[src/rtl/mips_mc_controller_if.sv]
// Control-unit bundle between the instruction register, multicycle datapath and unified memory.
// master = controller side (drives control strobes), slave = datapath/memory side.
interface mips_mc_controller_if #(
    parameter int OP_W     = 6,
    parameter int FUNCT_W  = 6,
    parameter int ALUCTL_W = 3
);
    logic [OP_W-1:0]     i_op_w;
    logic [FUNCT_W-1:0]  i_funct_w;
    logic                i_zero_w;
    logic                i_mem_ready_w;
    logic                o_mem_req_w;
    logic                o_mem_write_w;
    logic                o_iord_w;
    logic                o_ir_write_w;
    logic                o_pc_write_w;
    logic [1:0]          o_pc_src_w;
    logic                o_alu_src_a_w;
    logic [1:0]          o_alu_src_b_w;
    logic                o_reg_dst_w;
    logic                o_mem_to_reg_w;
    logic                o_reg_write_w;
    logic [ALUCTL_W-1:0] o_alu_control_w;
    logic [1:0]          o_fault_w;
    logic [3:0]          o_state_w;

    modport master (
        input  i_op_w, i_funct_w, i_zero_w, i_mem_ready_w,
        output o_mem_req_w, o_mem_write_w, o_iord_w, o_ir_write_w, o_pc_write_w,
               o_pc_src_w, o_alu_src_a_w, o_alu_src_b_w, o_reg_dst_w, o_mem_to_reg_w,
               o_reg_write_w, o_alu_control_w, o_fault_w, o_state_w
    );

    modport slave (
        output i_op_w, i_funct_w, i_zero_w, i_mem_ready_w,
        input  o_mem_req_w, o_mem_write_w, o_iord_w, o_ir_write_w, o_pc_write_w,
               o_pc_src_w, o_alu_src_a_w, o_alu_src_b_w, o_reg_dst_w, o_mem_to_reg_w,
               o_reg_write_w, o_alu_control_w, o_fault_w, o_state_w
    );
endinterface

[src/rtl/mips_mc_controller.sv]
// Multicycle MIPS Moore control FSM; optional bne/slti decode under MIPS_MC_EXT_OPS_EN.
// Latency: outputs decode combinationally from the state register (ir/pc write also see ready/zero).
// Backpressure: memory states hold mem_req until ready; bounded by MEM_TIMEOUT, then sticky fault.
module mips_mc_controller #(
    parameter int OP_W        = 6,
    parameter int FUNCT_W     = 6,
    parameter int ALUCTL_W    = 3,
    parameter int MEM_TIMEOUT = 15,
    parameter int WAIT_CNT_W  = 4
) (
    input  logic                  i_clk_w,
    input  logic                  i_rst_w,
    mips_mc_controller_if.master  bus
);
    typedef enum logic [3:0] {
        S_RST_IDLE = 4'd0,  S_FETCH  = 4'd1,  S_DECODE  = 4'd2,  S_MEMADR = 4'd3,
        S_MEMRD    = 4'd4,  S_MEMWB  = 4'd5,  S_MEMWR   = 4'd6,  S_EXECUTE = 4'd7,
        S_ALUWB    = 4'd8,  S_BRANCH = 4'd9,  S_IMMEXEC = 4'd10, S_IMMWB  = 4'd11,
        S_JUMP     = 4'd12, S_FAULT  = 4'd15
    } state_e;

    localparam logic [OP_W-1:0] OP_RTYPE = OP_W'(6'b000000);
    localparam logic [OP_W-1:0] OP_LW    = OP_W'(6'b100011);
    localparam logic [OP_W-1:0] OP_SW    = OP_W'(6'b101011);
    localparam logic [OP_W-1:0] OP_BEQ   = OP_W'(6'b000100);
    localparam logic [OP_W-1:0] OP_ADDI  = OP_W'(6'b001000);
    localparam logic [OP_W-1:0] OP_J     = OP_W'(6'b000010);
`ifdef MIPS_MC_EXT_OPS_EN
    localparam logic [OP_W-1:0] OP_BNE   = OP_W'(6'b000101);
    localparam logic [OP_W-1:0] OP_SLTI  = OP_W'(6'b001010);
`endif
    localparam logic [FUNCT_W-1:0] F_ADD = FUNCT_W'(6'b100000);
    localparam logic [FUNCT_W-1:0] F_SUB = FUNCT_W'(6'b100010);
    localparam logic [FUNCT_W-1:0] F_AND = FUNCT_W'(6'b100100);
    localparam logic [FUNCT_W-1:0] F_OR  = FUNCT_W'(6'b100101);
    localparam logic [FUNCT_W-1:0] F_SLT = FUNCT_W'(6'b101010);

    localparam logic [ALUCTL_W-1:0] ALU_AND = ALUCTL_W'(3'b000);
    localparam logic [ALUCTL_W-1:0] ALU_OR  = ALUCTL_W'(3'b001);
    localparam logic [ALUCTL_W-1:0] ALU_ADD = ALUCTL_W'(3'b010);
    localparam logic [ALUCTL_W-1:0] ALU_SUB = ALUCTL_W'(3'b110);
    localparam logic [ALUCTL_W-1:0] ALU_SLT = ALUCTL_W'(3'b111);

    state_e                state_q, state_d;
    logic [WAIT_CNT_W-1:0] wait_q, wait_d;
    logic [1:0]            fault_q, fault_d;

    logic                mem_req, mem_write, iord, ir_write, pc_write;
    logic [1:0]          pc_src, alu_src_b;
    logic                alu_src_a, reg_dst, mem_to_reg, reg_write;
    logic [ALUCTL_W-1:0] alu_ctl;
    logic                timeout_hit;

    assign timeout_hit = (MEM_TIMEOUT != 0) && (wait_q == WAIT_CNT_W'(MEM_TIMEOUT));

    always_ff @(posedge i_clk_w or negedge i_rst_w) begin
        if (!i_rst_w) begin
            state_q <= S_RST_IDLE;
            wait_q  <= '0;
            fault_q <= 2'b00;
        end else begin
            state_q <= state_d;
            wait_q  <= wait_d;
            fault_q <= fault_d;
        end
    end

    always_comb begin
        state_d    = state_q;
        wait_d     = wait_q;
        fault_d    = fault_q;
        mem_req    = 1'b0;
        mem_write  = 1'b0;
        iord       = 1'b0;
        ir_write   = 1'b0;
        pc_write   = 1'b0;
        pc_src     = 2'b00;
        alu_src_a  = 1'b0;
        alu_src_b  = 2'b00;
        reg_dst    = 1'b0;
        mem_to_reg = 1'b0;
        reg_write  = 1'b0;
        alu_ctl    = ALU_ADD;

        case (state_q)
            S_RST_IDLE: begin
                alu_ctl = ALU_AND;
                state_d = S_FETCH;
            end
            S_FETCH: begin
                mem_req   = 1'b1;
                alu_src_b = 2'b01;
                if (bus.i_mem_ready_w) begin
                    ir_write = 1'b1;
                    pc_write = 1'b1;
                    state_d  = S_DECODE;
                end
            end
            S_DECODE: begin
                alu_src_b = 2'b11;
                case (bus.i_op_w)
                    OP_LW, OP_SW: state_d = S_MEMADR;
                    OP_RTYPE: begin
                        if (bus.i_funct_w inside {F_ADD, F_SUB, F_AND, F_OR, F_SLT}) begin
                            state_d = S_EXECUTE;
                        end else begin
                            state_d = S_FAULT;
                            fault_d = 2'b10;
                        end
                    end
                    OP_BEQ:  state_d = S_BRANCH;
                    OP_ADDI: state_d = S_IMMEXEC;
                    OP_J:    state_d = S_JUMP;
`ifdef MIPS_MC_EXT_OPS_EN
                    OP_BNE:  state_d = S_BRANCH;
                    OP_SLTI: state_d = S_IMMEXEC;
`endif
                    default: begin
                        state_d = S_FAULT;
                        fault_d = 2'b10;
                    end
                endcase
            end
            S_MEMADR: begin
                alu_src_a = 1'b1;
                alu_src_b = 2'b10;
                state_d   = (bus.i_op_w == OP_SW) ? S_MEMWR : S_MEMRD;
            end
            S_MEMRD: begin
                mem_req = 1'b1;
                iord    = 1'b1;
                if (bus.i_mem_ready_w) state_d = S_MEMWB;
            end
            S_MEMWB: begin
                reg_write  = 1'b1;
                mem_to_reg = 1'b1;
                state_d    = S_FETCH;
            end
            S_MEMWR: begin
                mem_req   = 1'b1;
                mem_write = 1'b1;
                iord      = 1'b1;
                if (bus.i_mem_ready_w) state_d = S_FETCH;
            end
            S_EXECUTE: begin
                alu_src_a = 1'b1;
                case (bus.i_funct_w)
                    F_SUB:   alu_ctl = ALU_SUB;
                    F_AND:   alu_ctl = ALU_AND;
                    F_OR:    alu_ctl = ALU_OR;
                    F_SLT:   alu_ctl = ALU_SLT;
                    default: alu_ctl = ALU_ADD;
                endcase
                state_d = S_ALUWB;
            end
            S_ALUWB: begin
                reg_write = 1'b1;
                reg_dst   = 1'b1;
                state_d   = S_FETCH;
            end
            S_BRANCH: begin
                alu_src_a = 1'b1;
                alu_ctl   = ALU_SUB;
                pc_src    = 2'b01;
                pc_write  = bus.i_zero_w;
`ifdef MIPS_MC_EXT_OPS_EN
                if (bus.i_op_w == OP_BNE) pc_write = ~bus.i_zero_w;
`endif
                state_d = S_FETCH;
            end
            S_IMMEXEC: begin
                alu_src_a = 1'b1;
                alu_src_b = 2'b10;
`ifdef MIPS_MC_EXT_OPS_EN
                if (bus.i_op_w == OP_SLTI) alu_ctl = ALU_SLT;
`endif
                state_d = S_IMMWB;
            end
            S_IMMWB: begin
                reg_write = 1'b1;
                state_d   = S_FETCH;
            end
            S_JUMP: begin
                pc_src   = 2'b10;
                pc_write = 1'b1;
                state_d  = S_FETCH;
            end
            S_FAULT: state_d = S_FAULT;
            default: begin
                state_d = S_FAULT;
                fault_d = 2'b10;
            end
        endcase

        // Ready in the same cycle as the limit is reached wins over the timeout.
        if (mem_req && !bus.i_mem_ready_w) begin
            wait_d = wait_q + WAIT_CNT_W'(1);
            if (timeout_hit) begin
                state_d = S_FAULT;
                fault_d = 2'b01;
            end
        end
        if ((state_d != state_q) &&
            (state_d == S_FETCH || state_d == S_MEMRD || state_d == S_MEMWR)) begin
            wait_d = '0;
        end
    end

    assign bus.o_mem_req_w     = mem_req;
    assign bus.o_mem_write_w   = mem_write;
    assign bus.o_iord_w        = iord;
    assign bus.o_ir_write_w    = ir_write;
    assign bus.o_pc_write_w    = pc_write;
    assign bus.o_pc_src_w      = pc_src;
    assign bus.o_alu_src_a_w   = alu_src_a;
    assign bus.o_alu_src_b_w   = alu_src_b;
    assign bus.o_reg_dst_w     = reg_dst;
    assign bus.o_mem_to_reg_w  = mem_to_reg;
    assign bus.o_reg_write_w   = reg_write;
    assign bus.o_alu_control_w = alu_ctl;
    assign bus.o_fault_w       = fault_q;
    assign bus.o_state_w       = state_q;
endmodule

[src/flat_wrapper.sv]
// flat-port wrapper written by rule: the top's interface ports become plain ports
module mips_mc_controller_flat 
#(
    parameter int OP_W        = 6,
    parameter int FUNCT_W     = 6,
    parameter int ALUCTL_W    = 3,
    parameter int MEM_TIMEOUT = 15,
    parameter int WAIT_CNT_W  = 4
)
  (i_clk_w, i_rst_w, bus_i_op_w, bus_i_funct_w, bus_i_zero_w, bus_i_mem_ready_w, bus_o_mem_req_w, bus_o_mem_write_w, bus_o_iord_w, bus_o_ir_write_w, bus_o_pc_write_w, bus_o_pc_src_w, bus_o_alu_src_a_w, bus_o_alu_src_b_w, bus_o_reg_dst_w, bus_o_mem_to_reg_w, bus_o_reg_write_w, bus_o_alu_control_w, bus_o_fault_w, bus_o_state_w);
  mips_mc_controller_if #(.OP_W(OP_W), .FUNCT_W(FUNCT_W), .ALUCTL_W(ALUCTL_W)) bus_i ();
  input  logic i_clk_w;
  input  logic i_rst_w;
  input wire logic [$bits(bus_i.i_op_w)-1:0] bus_i_op_w;
  input wire logic [$bits(bus_i.i_funct_w)-1:0] bus_i_funct_w;
  input wire logic [$bits(bus_i.i_zero_w)-1:0] bus_i_zero_w;
  input wire logic [$bits(bus_i.i_mem_ready_w)-1:0] bus_i_mem_ready_w;
  output wire logic [$bits(bus_i.o_mem_req_w)-1:0] bus_o_mem_req_w;
  output wire logic [$bits(bus_i.o_mem_write_w)-1:0] bus_o_mem_write_w;
  output wire logic [$bits(bus_i.o_iord_w)-1:0] bus_o_iord_w;
  output wire logic [$bits(bus_i.o_ir_write_w)-1:0] bus_o_ir_write_w;
  output wire logic [$bits(bus_i.o_pc_write_w)-1:0] bus_o_pc_write_w;
  output wire logic [$bits(bus_i.o_pc_src_w)-1:0] bus_o_pc_src_w;
  output wire logic [$bits(bus_i.o_alu_src_a_w)-1:0] bus_o_alu_src_a_w;
  output wire logic [$bits(bus_i.o_alu_src_b_w)-1:0] bus_o_alu_src_b_w;
  output wire logic [$bits(bus_i.o_reg_dst_w)-1:0] bus_o_reg_dst_w;
  output wire logic [$bits(bus_i.o_mem_to_reg_w)-1:0] bus_o_mem_to_reg_w;
  output wire logic [$bits(bus_i.o_reg_write_w)-1:0] bus_o_reg_write_w;
  output wire logic [$bits(bus_i.o_alu_control_w)-1:0] bus_o_alu_control_w;
  output wire logic [$bits(bus_i.o_fault_w)-1:0] bus_o_fault_w;
  output wire logic [$bits(bus_i.o_state_w)-1:0] bus_o_state_w;
  assign bus_i.i_op_w = bus_i_op_w;
  assign bus_i.i_funct_w = bus_i_funct_w;
  assign bus_i.i_zero_w = bus_i_zero_w;
  assign bus_i.i_mem_ready_w = bus_i_mem_ready_w;
  assign bus_o_mem_req_w = bus_i.o_mem_req_w;
  assign bus_o_mem_write_w = bus_i.o_mem_write_w;
  assign bus_o_iord_w = bus_i.o_iord_w;
  assign bus_o_ir_write_w = bus_i.o_ir_write_w;
  assign bus_o_pc_write_w = bus_i.o_pc_write_w;
  assign bus_o_pc_src_w = bus_i.o_pc_src_w;
  assign bus_o_alu_src_a_w = bus_i.o_alu_src_a_w;
  assign bus_o_alu_src_b_w = bus_i.o_alu_src_b_w;
  assign bus_o_reg_dst_w = bus_i.o_reg_dst_w;
  assign bus_o_mem_to_reg_w = bus_i.o_mem_to_reg_w;
  assign bus_o_reg_write_w = bus_i.o_reg_write_w;
  assign bus_o_alu_control_w = bus_i.o_alu_control_w;
  assign bus_o_fault_w = bus_i.o_fault_w;
  assign bus_o_state_w = bus_i.o_state_w;
  mips_mc_controller #(.OP_W(OP_W), .FUNCT_W(FUNCT_W), .ALUCTL_W(ALUCTL_W), .MEM_TIMEOUT(MEM_TIMEOUT), .WAIT_CNT_W(WAIT_CNT_W)) u_core (.i_clk_w(i_clk_w), .i_rst_w(i_rst_w), .bus(bus_i));
endmodule
[config.mk]
export PLATFORM = sky130hd
export DESIGN_NAME = mips_mc_controller_flat
export DESIGN_NICKNAME = d
export VERILOG_FILES = /design/src/rtl/mips_mc_controller_if.sv /design/src/rtl/mips_mc_controller.sv /design/src/flat_wrapper.sv
export SDC_FILE = /design/constraint.sdc
export NUM_CORES = 1
export LEC_CHECK = 0
export ABC_AREA = 1
export CAP_MARGIN = 20
export CELL_PAD_IN_SITES_DETAIL_PLACEMENT = 1
export CELL_PAD_IN_SITES_GLOBAL_PLACEMENT = 1
export CORE_MARGIN = 4
export CORE_UTILIZATION = 32
export DETAILED_ROUTE_END_ITERATION = 10
export PLACE_DENSITY = 0.92
export REMOVE_ABC_BUFFERS = 1
export SYNTH_ARGS = -nofsm -noshare
export SYNTH_HDL_FRONTEND = slang
export SYNTH_SLANG_ARGS = --single-unit
[constraint.sdc]
create_clock -name i_clk_w -period 2.6 [get_ports i_clk_w]
set_clock_uncertainty 0.1 [all_clocks]
set_input_delay 0.26 -clock i_clk_w [delete_from_list [all_inputs] [get_ports i_clk_w]]
set_output_delay 0.26 -clock i_clk_w [all_outputs]
set_load 0.03 [all_outputs]
==> results of run 1 <==
[worst max path at each step]
stage / from / endpoint / slack, ps
after global routing: u_core.bus.o_state_w[2] / bus_o_alu_src_b_w[0] / 6
after global placement: u_core.bus.o_state_w[3] / bus_o_alu_control_w[1] / 240
after floorplan: u_core.bus.o_state_w[3] / bus_o_alu_control_w[2] / 280
final: u_core.bus.o_state_w[2] / bus_o_alu_src_b_w[0] / 110
after detailed placement: bus_i_funct_w[2] / bus_o_alu_control_w[0] / 180
after CTS: u_core.bus.o_state_w[3] / bus_o_pc_write_w / 10
[synth_stat cells, drive strengths merged (2+ instances only)]
library cell	count
nand2	48
nor2	38
inv	31
nand3	13
dfrtp	10
a21oi	8
nand4	7
o21ai	7
nor3	2
o211ai	2
[layer usage]
| metal | vias up | routed length, um | GRT usage, % |
|---|---|---|---|
| li1 | 657 | - | - |
| met1 | 612 | 1730 | 23.1 |
| met2 | 24 | 1770 | 29.9 |
| met3 | 2 | 115 | 3.04 |
| met4 | 0 | 19 | 3.55 |
| met5 | - | 0 | 0 |
[cell type report]
cell class	instances	area, um^2
repair buffers	38	383
well taps	44	55.1
clock buffers	3	22.5
fillers	438	1590
multi-input cells	137	732
inverters	31	116
flip-flops and latches	10	250
[state kept, by name, indices dropped and copies added (netlist names)]
signal and flops:
u_core.bus.o_state_w 4, u_core.wait_q 4, u_core.bus.o_fault_w 2
[stage by stage]
stage / instances / power [W] / util [%] / setup slack [ps]
2_1_floorplan: 178 / 0.000175 / - / 281
3_3_place_gp: 260 / 0.000207 / 48.4 / 241
3_5_place_dp: 260 / 0.000209 / 48.4 / 181
4_1_cts: 263 / 0.000317 / 49.0 / 11.3
5_1_grt: 263 / 0.000333 / 49.4 / 6.45
6_report: 263 / 0.000317 / 49.4 / 113
[timing repair]
item / in CTS / in global routing
endpoints found under the hold margin: 0 / 0
gates resized for setup: 2 / 5
setup endpoints to repair: 2 / 4
[cells by family (layout without fill, tap and decap cells)]
family                     count (synthesis)  in the layout  share of synthesized area [%]
and+or+nand+nor                          110            110                           49.2
buffers and inverters                     31             72                           10.6
AOI/OAI and AO/OA                         23             23                           13.6
DFF                                       10             10                           22.9
xor gates and xnor gates                   2              2                           1.60
adders and majority gates                  1              1                           1.14
muxes                                      1              1                          0.915
[power by group]
part	switching (W)	total, W	internal, W	leakage [nW]
Clock	0.0000575	0.000111	0.0000535	0.0138
Sequential	0.000000756	0.000157	0.000156	0.117
Combinational	0.0000229	0.0000487	0.0000258	0.694
==> results.ini, run 1 <==
[layout]
drive_above_1_share_pct=18.3
nets=238
area_delta_synth_final_pct=42.6
layout_common_cells=nand2_1, clkdlybuf4s50_1, nor2_1
final_common_cell=nand2_1
fin_area_um2=1560
antennaDiodeCount=0

[floorplanning]
dieHeight_um=66.5
io_pins=38
fp.coreArea_um2=3150
fp.dieArea_um2=4420
die_w_um=66.5
rows=20
start_util_pct=34.7

[route]
viasPerCell=4.92
first_iter_violations=59
firstDrtPassIters=4
route.detailed.drc=0
wire_per_inst_um=13.8
dr_total_vias=1295
routed_wirelength_um=3630
ant_nets=0

[critical_path]
critPathMaxFanout=6
cp.arrival_ps=2130
cpPeakStageDelay_ps=680
r2r-end=u_core.wait_q[1]
rrSetupSlack_ps=420
reg2reg_depth=11
cp.depth=7
path_cells=buf_4, nor2_2, inv_2, nor2_4, inv_2, nand2_1, clkdlybuf4s50_1
cp_data_required_time_ps=2240
r2r-start=u_core.bus.o_state_w[2]
start_kind=flip-flop
critical_path_class=flip-flop to output port
critical_path.top_delay_family=buffers and inverters
cp_slowest_cell=clkdlybuf4s50_1
crit_top_cell=inv_2
worst-path-buf-inv=4
end_kind=output port

[synthesis]
seq_area_frac_synth_pct=22.9
synth_warnings=0
synth_area_um2=1090
syn_inst=178
synth_top_cell_area_share_pct=22.9
async_reset_ff_share_pct=100
syn_area_per_cell_um2=6.14
synth-edff-count=0
synth-main-ff-cell=dfrtp_1
synth_area_leaders=dfrtp_1, nand2_1, nor2_1
synth_top_area_cell=dfrtp_1
synth-seq-cells=10
synthDistinctLibCells=32

[place]
gp_congestion=0.909
io_buffers=37
place_hpwl_um=3060
dpl-instance-area_um2=1530

[outcome]
outcome=finished, final reports clean

[timing]
setup_tns_ps=0
clock.fmax_mhz=402
fin_crit_sh_pct=95.6
slew_headroom_pct=67.9
holdWs_ps=215
setup-violations-final=0
worst_slew_pin_slew_ps=479
min_period_ps=2490
final_max_slew_viol_count=0
rsz0062_at_grt=false
hold_violations=0

[cts]
cts_setup_buffers=0
cts-buffers-inserted=3
clk_path_buf_depth=2
cts_tree=yes
clockRootBuffer=clkbuf_4
insertion_delay_ps=270
h-tree-depth=1
cts_hold_buf=0
clock_sinks=10
path_clk_slew_ps=70

[pwr]
p_leak_nw=0.824
peakVddDrop_uv=205
powerDensity_nw_per_um2=203

[global_route]
grt-ovfl-total=0
antenna_found_initial=0
grt_pass1_vias=1356
grt_pass1_wl_um=6090
grt_use_total_pct=17.5
grt_start_max_net_pins=11

[hold_path]
holdCritPathClass=input port to asynchronous set/reset pin

[run]
drv_cap=0

Note: power is estimated with default switching activity, not from simulation.
==> run 2, diff against run 1 <==
SKIP_CTS_REPAIR_TIMING = 1   (was default)
==> results.ini, run 2 (synthesis gave the netlist of run 1 again) <==
[global_route]
grt_pass1_vias=1356  ; unchanged
antenna_found_initial=0  ; unchanged
grt-ovfl-total=0  ; unchanged
grt_use_total_pct=17.5  ; unchanged
grt_start_max_net_pins=11  ; unchanged
grt_pass1_wl_um=6090  ; unchanged

[cts]
insertion_delay_ps=270  ; about the same
cts_tree=yes  ; unchanged
clockRootBuffer=clkbuf_4  ; unchanged
clk_path_buf_depth=2  ; unchanged
path_clk_slew_ps=70  ; about the same
clock_sinks=10  ; unchanged
h-tree-depth=1  ; unchanged
cts-buffers-inserted=3  ; unchanged

[critical_path]
rrSetupSlack_ps=420  ; about the same
cp.arrival_ps=2130  ; about the same
critical_path_class=flip-flop to output port  ; unchanged
reg2reg_depth=11  ; unchanged
r2r-end=u_core.wait_q[1]  ; unchanged
critPathMaxFanout=6  ; unchanged
start_kind=flip-flop  ; unchanged
end_kind=output port  ; unchanged
r2r-start=u_core.bus.o_state_w[2]  ; unchanged
cp_data_required_time_ps=2240  ; about the same
crit_start=u_core.bus.o_state_w[2]  ; unchanged

[layout]
layout_common_cells=nand2_1, clkdlybuf4s50_1, nor2_1  ; unchanged
num-fill-cells=435  ; was 438
finalNonFillerCells=263  ; unchanged
area_delta_synth_final_pct=43.2  ; was 42.6%
drive_above_1_share_pct=18.3  ; unchanged
final-seq-area_um2=250  ; unchanged
final_common_cell=nand2_1  ; unchanged
multi_input_area_um2=732  ; unchanged
antennaDiodeCount=0  ; unchanged
nets=238  ; unchanged

[route]
route.detailed.drc=0  ; unchanged
wire_per_inst_um=13.8  ; about the same
wl_met3_um=115  ; unchanged
routed_wirelength_um=3630  ; about the same
wl_met1_um=1720  ; was 1730 um
firstDrtPassIters=4  ; unchanged
dr_total_vias=1295  ; unchanged
first_iter_violations=59  ; unchanged
maxUsedRoutingLayer=met4  ; unchanged
ant_nets=0  ; unchanged
viasPerCell=4.92  ; unchanged
wl_met2_um=1770  ; about the same

[timing]
min_period_ps=2490  ; about the same
rsz0062_at_grt=false  ; unchanged
setup_ws_ps=113  ; about the same
hold_violations=0  ; unchanged
setup-violations-final=0  ; unchanged
worst_slew_pin_slew_ps=479  ; unchanged
fin_crit_sh_pct=95.6  ; about the same
slew_headroom_pct=67.9  ; unchanged
clock.fmax_mhz=402  ; about the same
final_max_slew_viol_count=0  ; unchanged

[floorplanning]
rows=20  ; unchanged
start_util_pct=34.7  ; unchanged
dieHeight_um=66.5  ; unchanged
die_w_um=66.5  ; unchanged
fp.dieArea_um2=4420  ; unchanged
fp.coreArea_um2=3150  ; unchanged
io_pins=38  ; unchanged

[place]
io_buffers=37  ; unchanged
pre_cts_slack_ps=181  ; unchanged
place_hpwl_um=3060  ; unchanged
post-place-cells=260  ; unchanged
gp_congestion=0.909  ; unchanged

[outcome]
outcome=finished, final reports clean  ; unchanged

[hold_path]
holdCritPathClass=input port to asynchronous set/reset pin  ; unchanged

[run]
drv_cap=0  ; unchanged

[pwr]
p_leak_nw=0.840  ; was 0.824 nW
powerDensity_nw_per_um2=202  ; was 203 nW/um^2
peakVddDrop_uv=205  ; about the same

==> run 2: cell count changes in the layout (fill, tap and decap cells not counted), sizes merged <==
cell and change:
dlygate4sd2 -2, dlymetal6s2s +2
==> run 2: worst max path at each step <==
stage | to | slack [ps] | cells past startpoint
global route | bus_o_alu_src_b_w[0] | 6 | 7
global placement | bus_o_alu_control_w[1] | 240 | 7
detailed placement | bus_o_alu_control_w[0] | 180 | 10
CTS | bus_o_alu_control_w[1] | -40 | 7
floorplan | bus_o_alu_control_w[2] | 280 | 6
finish | bus_o_alu_src_b_w[0] | 110 | 7
==> run 2: layout make-up <==
type	instances	area share (%)
Clock buffer	3	1.44
Inverter	31	7.43
Multi-Input combinational cell	137	46.7
Sequential cell	10	16.0
Tap cell	44	3.51
Timing Repair Buffer	38	24.9
==> run 2: routing by layer <==
| metal | global-route usage (%) | vias up |
|---|---|---|
| met5 | 0 | - |
| met4 | 3.55 | 0 |
| met3 | 3.04 | 2 |
| met2 | 29.9 | 24 |
| met1 | 23.1 | 612 |
| li1 | - | 657 |
==> run 2: power breakdown <==
group,switching [W],total (W),internal [W]
logic,0.0000229,0.0000487,0.0000258
registers,0.000000756,0.000157,0.000156
clock network,0.0000575,0.000111,0.0000535
total,0.0000812,0.000317,0.000236
==> run 2: critical path: stages, from the launching register on <==
cell and delay, ps:
dfrtp_1 400, buf_4 170, nor2_2 230, inv_2 90, nor2_4 150, inv_2 80, nand2_1 60, clkdlybuf4s50_1 680
==> run 2: per-stage QoR <==
stage	util [%]	hold WS, ps	TNS [ps]	total power (W)	area [um^2]
3_5_place_dp	48.4	423	0	0.000209	1530
2_1_floorplan	-	-136	0	0.000175	1090
6_report	49.7	215	0	0.000317	1570
3_3_place_gp	48.4	411	0	0.000207	1530
5_1_grt	49.7	237	0	0.000333	1570
4_1_cts	49.1	230	-65.1	0.000317	1550
==> run 3, diff against run 2 <==
CORE_MARGIN = 3   (was 4)
==> results.ini, run 3 (synthesis gave the netlist of run 1 again) <==
[route]
ant_nets=0  ; unchanged
dr_total_vias=1292  ; was 1,295
wl_met2_um=1680  ; was 1770 um
wl_met1_um=1620  ; was 1720 um
wl_met3_um=133  ; was 115 um
firstDrtPassIters=4  ; unchanged
maxUsedRoutingLayer=met4  ; unchanged
wire_per_inst_um=13.0  ; was 13.8 um
route.detailed.drc=0  ; unchanged
first_iter_violations=45  ; was 59
viasPerCell=4.89  ; was 4.92
routed_wirelength_um=3440  ; was 3630 um

[critical_path]
cp.arrival_ps=2140  ; was 2130 ps
r2r-start=u_core.bus.o_state_w[0]  ; was u_core.bus.o_state_w[2]
cp_data_required_time_ps=2240  ; about the same
critical_path_class=flip-flop to output port  ; unchanged
reg2reg_depth=12  ; was 11
start_kind=flip-flop  ; unchanged
rrSetupSlack_ps=490  ; was 420 ps
end_kind=output port  ; unchanged
r2r-end=u_core.wait_q[0]  ; was u_core.wait_q[1]
crit_start=u_core.bus.o_state_w[2]  ; unchanged
critPathMaxFanout=6  ; unchanged
crit_path_end=bus_o_alu_src_b_w[1]  ; was bus_o_alu_src_b_w[0]

[cts]
clockRootBuffer=clkbuf_4  ; unchanged
cts-buffers-inserted=3  ; unchanged
insertion_delay_ps=270  ; about the same
h-tree-depth=1  ; unchanged
clk_path_buf_depth=2  ; unchanged
path_clk_slew_ps=80  ; was 70 ps
cts_tree=yes  ; unchanged
clock_sinks=10  ; unchanged

[global_route]
grt_pass1_wl_um=5860  ; was 6090 um
grt_use_total_pct=17.4  ; was 17.5%
grt_pass1_vias=1284  ; was 1,356
grt-ovfl-total=0  ; unchanged
antenna_found_initial=0  ; unchanged
grt_start_max_net_pins=11  ; unchanged

[pwr]
peakVddDrop_uv=339  ; was 205 uV
powerDensity_nw_per_um2=222  ; was 202 nW/um^2
finalPower_w=0.000350  ; was 0.000317 W
p_comb_share_pct=14.0  ; was 15.4%
internal_power_w=0.000267  ; was 0.000236 W
seqPwrFrac_pct=44.8  ; was 49.6%
p_leak_nw=0.828  ; was 0.840 nW
clkPwrFrac_pct=41.3  ; was 35.1%
p_sw_share_pct=23.8  ; was 25.6%
power_switching_w=0.0000836  ; was 0.0000812 W

[floorplanning]
fp.dieArea_um2=4160  ; was 4420 um^2
rows=20  ; unchanged
start_util_pct=34.7  ; unchanged
io_pins=38  ; unchanged
dieHeight_um=64.5  ; was 66.5 um
die_w_um=64.5  ; was 66.5 um
fp.coreArea_um2=3150  ; unchanged

[place]
io_buffers=37  ; unchanged
place_hpwl_um=2920  ; was 3060 um
pre_cts_slack_ps=220  ; was 181 ps
gp_congestion=0.877  ; was 0.909

[timing]
rsz0062_at_grt=false  ; unchanged
final_max_slew_viol_count=0  ; unchanged
setup_ws_ps=99.3  ; was 113 ps
min_period_ps=2500  ; was 2490 ps
hold_violations=0  ; unchanged
worst_slew_pin_slew_ps=455  ; was 479 ps
slew_headroom_pct=69.6  ; was 67.9%
clock.fmax_mhz=400  ; was 402 MHz
holdWs_ps=203  ; was 215 ps
fin_crit_sh_pct=96.2  ; was 95.6%
setup_tns_ps=0  ; unchanged
setup-violations-final=0  ; unchanged

[layout]
nets=238  ; unchanged
antennaDiodeCount=0  ; unchanged
layout_common_cells=nand2_1, clkdlybuf4s50_1, nor2_1  ; unchanged
drive_above_1_share_pct=18.2  ; was 18.3%
final_common_cell=nand2_1  ; unchanged
area_delta_synth_final_pct=44.1  ; was 43.2%

[run]
drv_cap=0  ; unchanged

[outcome]
outcome=finished, final reports clean  ; unchanged

[hold_path]
holdCritPathClass=input port to asynchronous set/reset pin  ; unchanged

[run 3: area by class of cell]
cell class / count / area, um^2
fillers: 430 / 1580
repair buffers: 38 / 388
clock buffers: 4 / 36.3
flip-flops and latches: 10 / 250
well taps: 44 / 55.1
multi-input cells: 137 / 729
inverters: 31 / 116
[run 3: worst max-delay path, stage by stage, from the launching register on]
cell	delay, ps
dfrtp_1	410
buf_4	180
nor2_2	210
inv_2	80
nor2_1	170
a21oi_1	90
nand2_1	70
clkdlybuf4s50_1	670
[run 3: worst min path at each step]
| stage | to | from | cells past startpoint |
|---|---|---|---|
| final | u_core.wait_q[2] | i_rst_w | 1 |
| after global routing | u_core.wait_q[2] | i_rst_w | 1 |
| after CTS | u_core.wait_q[2] | i_rst_w | 1 |
| after detailed placement | u_core.bus.o_fault_w[0] | u_core.bus.o_fault_w[0] | 2 |
| after global placement | u_core.bus.o_fault_w[1] | u_core.bus.o_fault_w[1] | 2 |
| after floorplan | u_core.bus.o_fault_w[0] | i_rst_w | 0 |
[run 3: metrics by stage]
stage	area [um^2]	utilization (%)	std cells
after floorplan	1090	-	178
after global placement	1530	48.4	260
after detailed placement	1530	48.4	260
after CTS	1560	49.6	264
after global routing	1580	50.0	264
final	1580	50.0	264
[run 3: per-layer routing]
layer | global-route usage (%) | up-vias
li1 | - | 660
met1 | 23.8 | 605
met2 | 30.0 | 25
met3 | 2.25 | 2
met4 | 2.37 | 0
met5 | 0 | -
[run 3: power by group through the flow]
stage	clock network, W	registers [W]	logic (W)
2_1_floorplan	0	0.000160	0.0000151
3_3_place_gp	0	0.000160	0.0000475
3_5_place_dp	0	0.000160	0.0000493
4_1_cts	0.000144	0.000157	0.0000494
5_1_grt	0.000155	0.000157	0.0000550
6_report	0.000145	0.000157	0.0000490
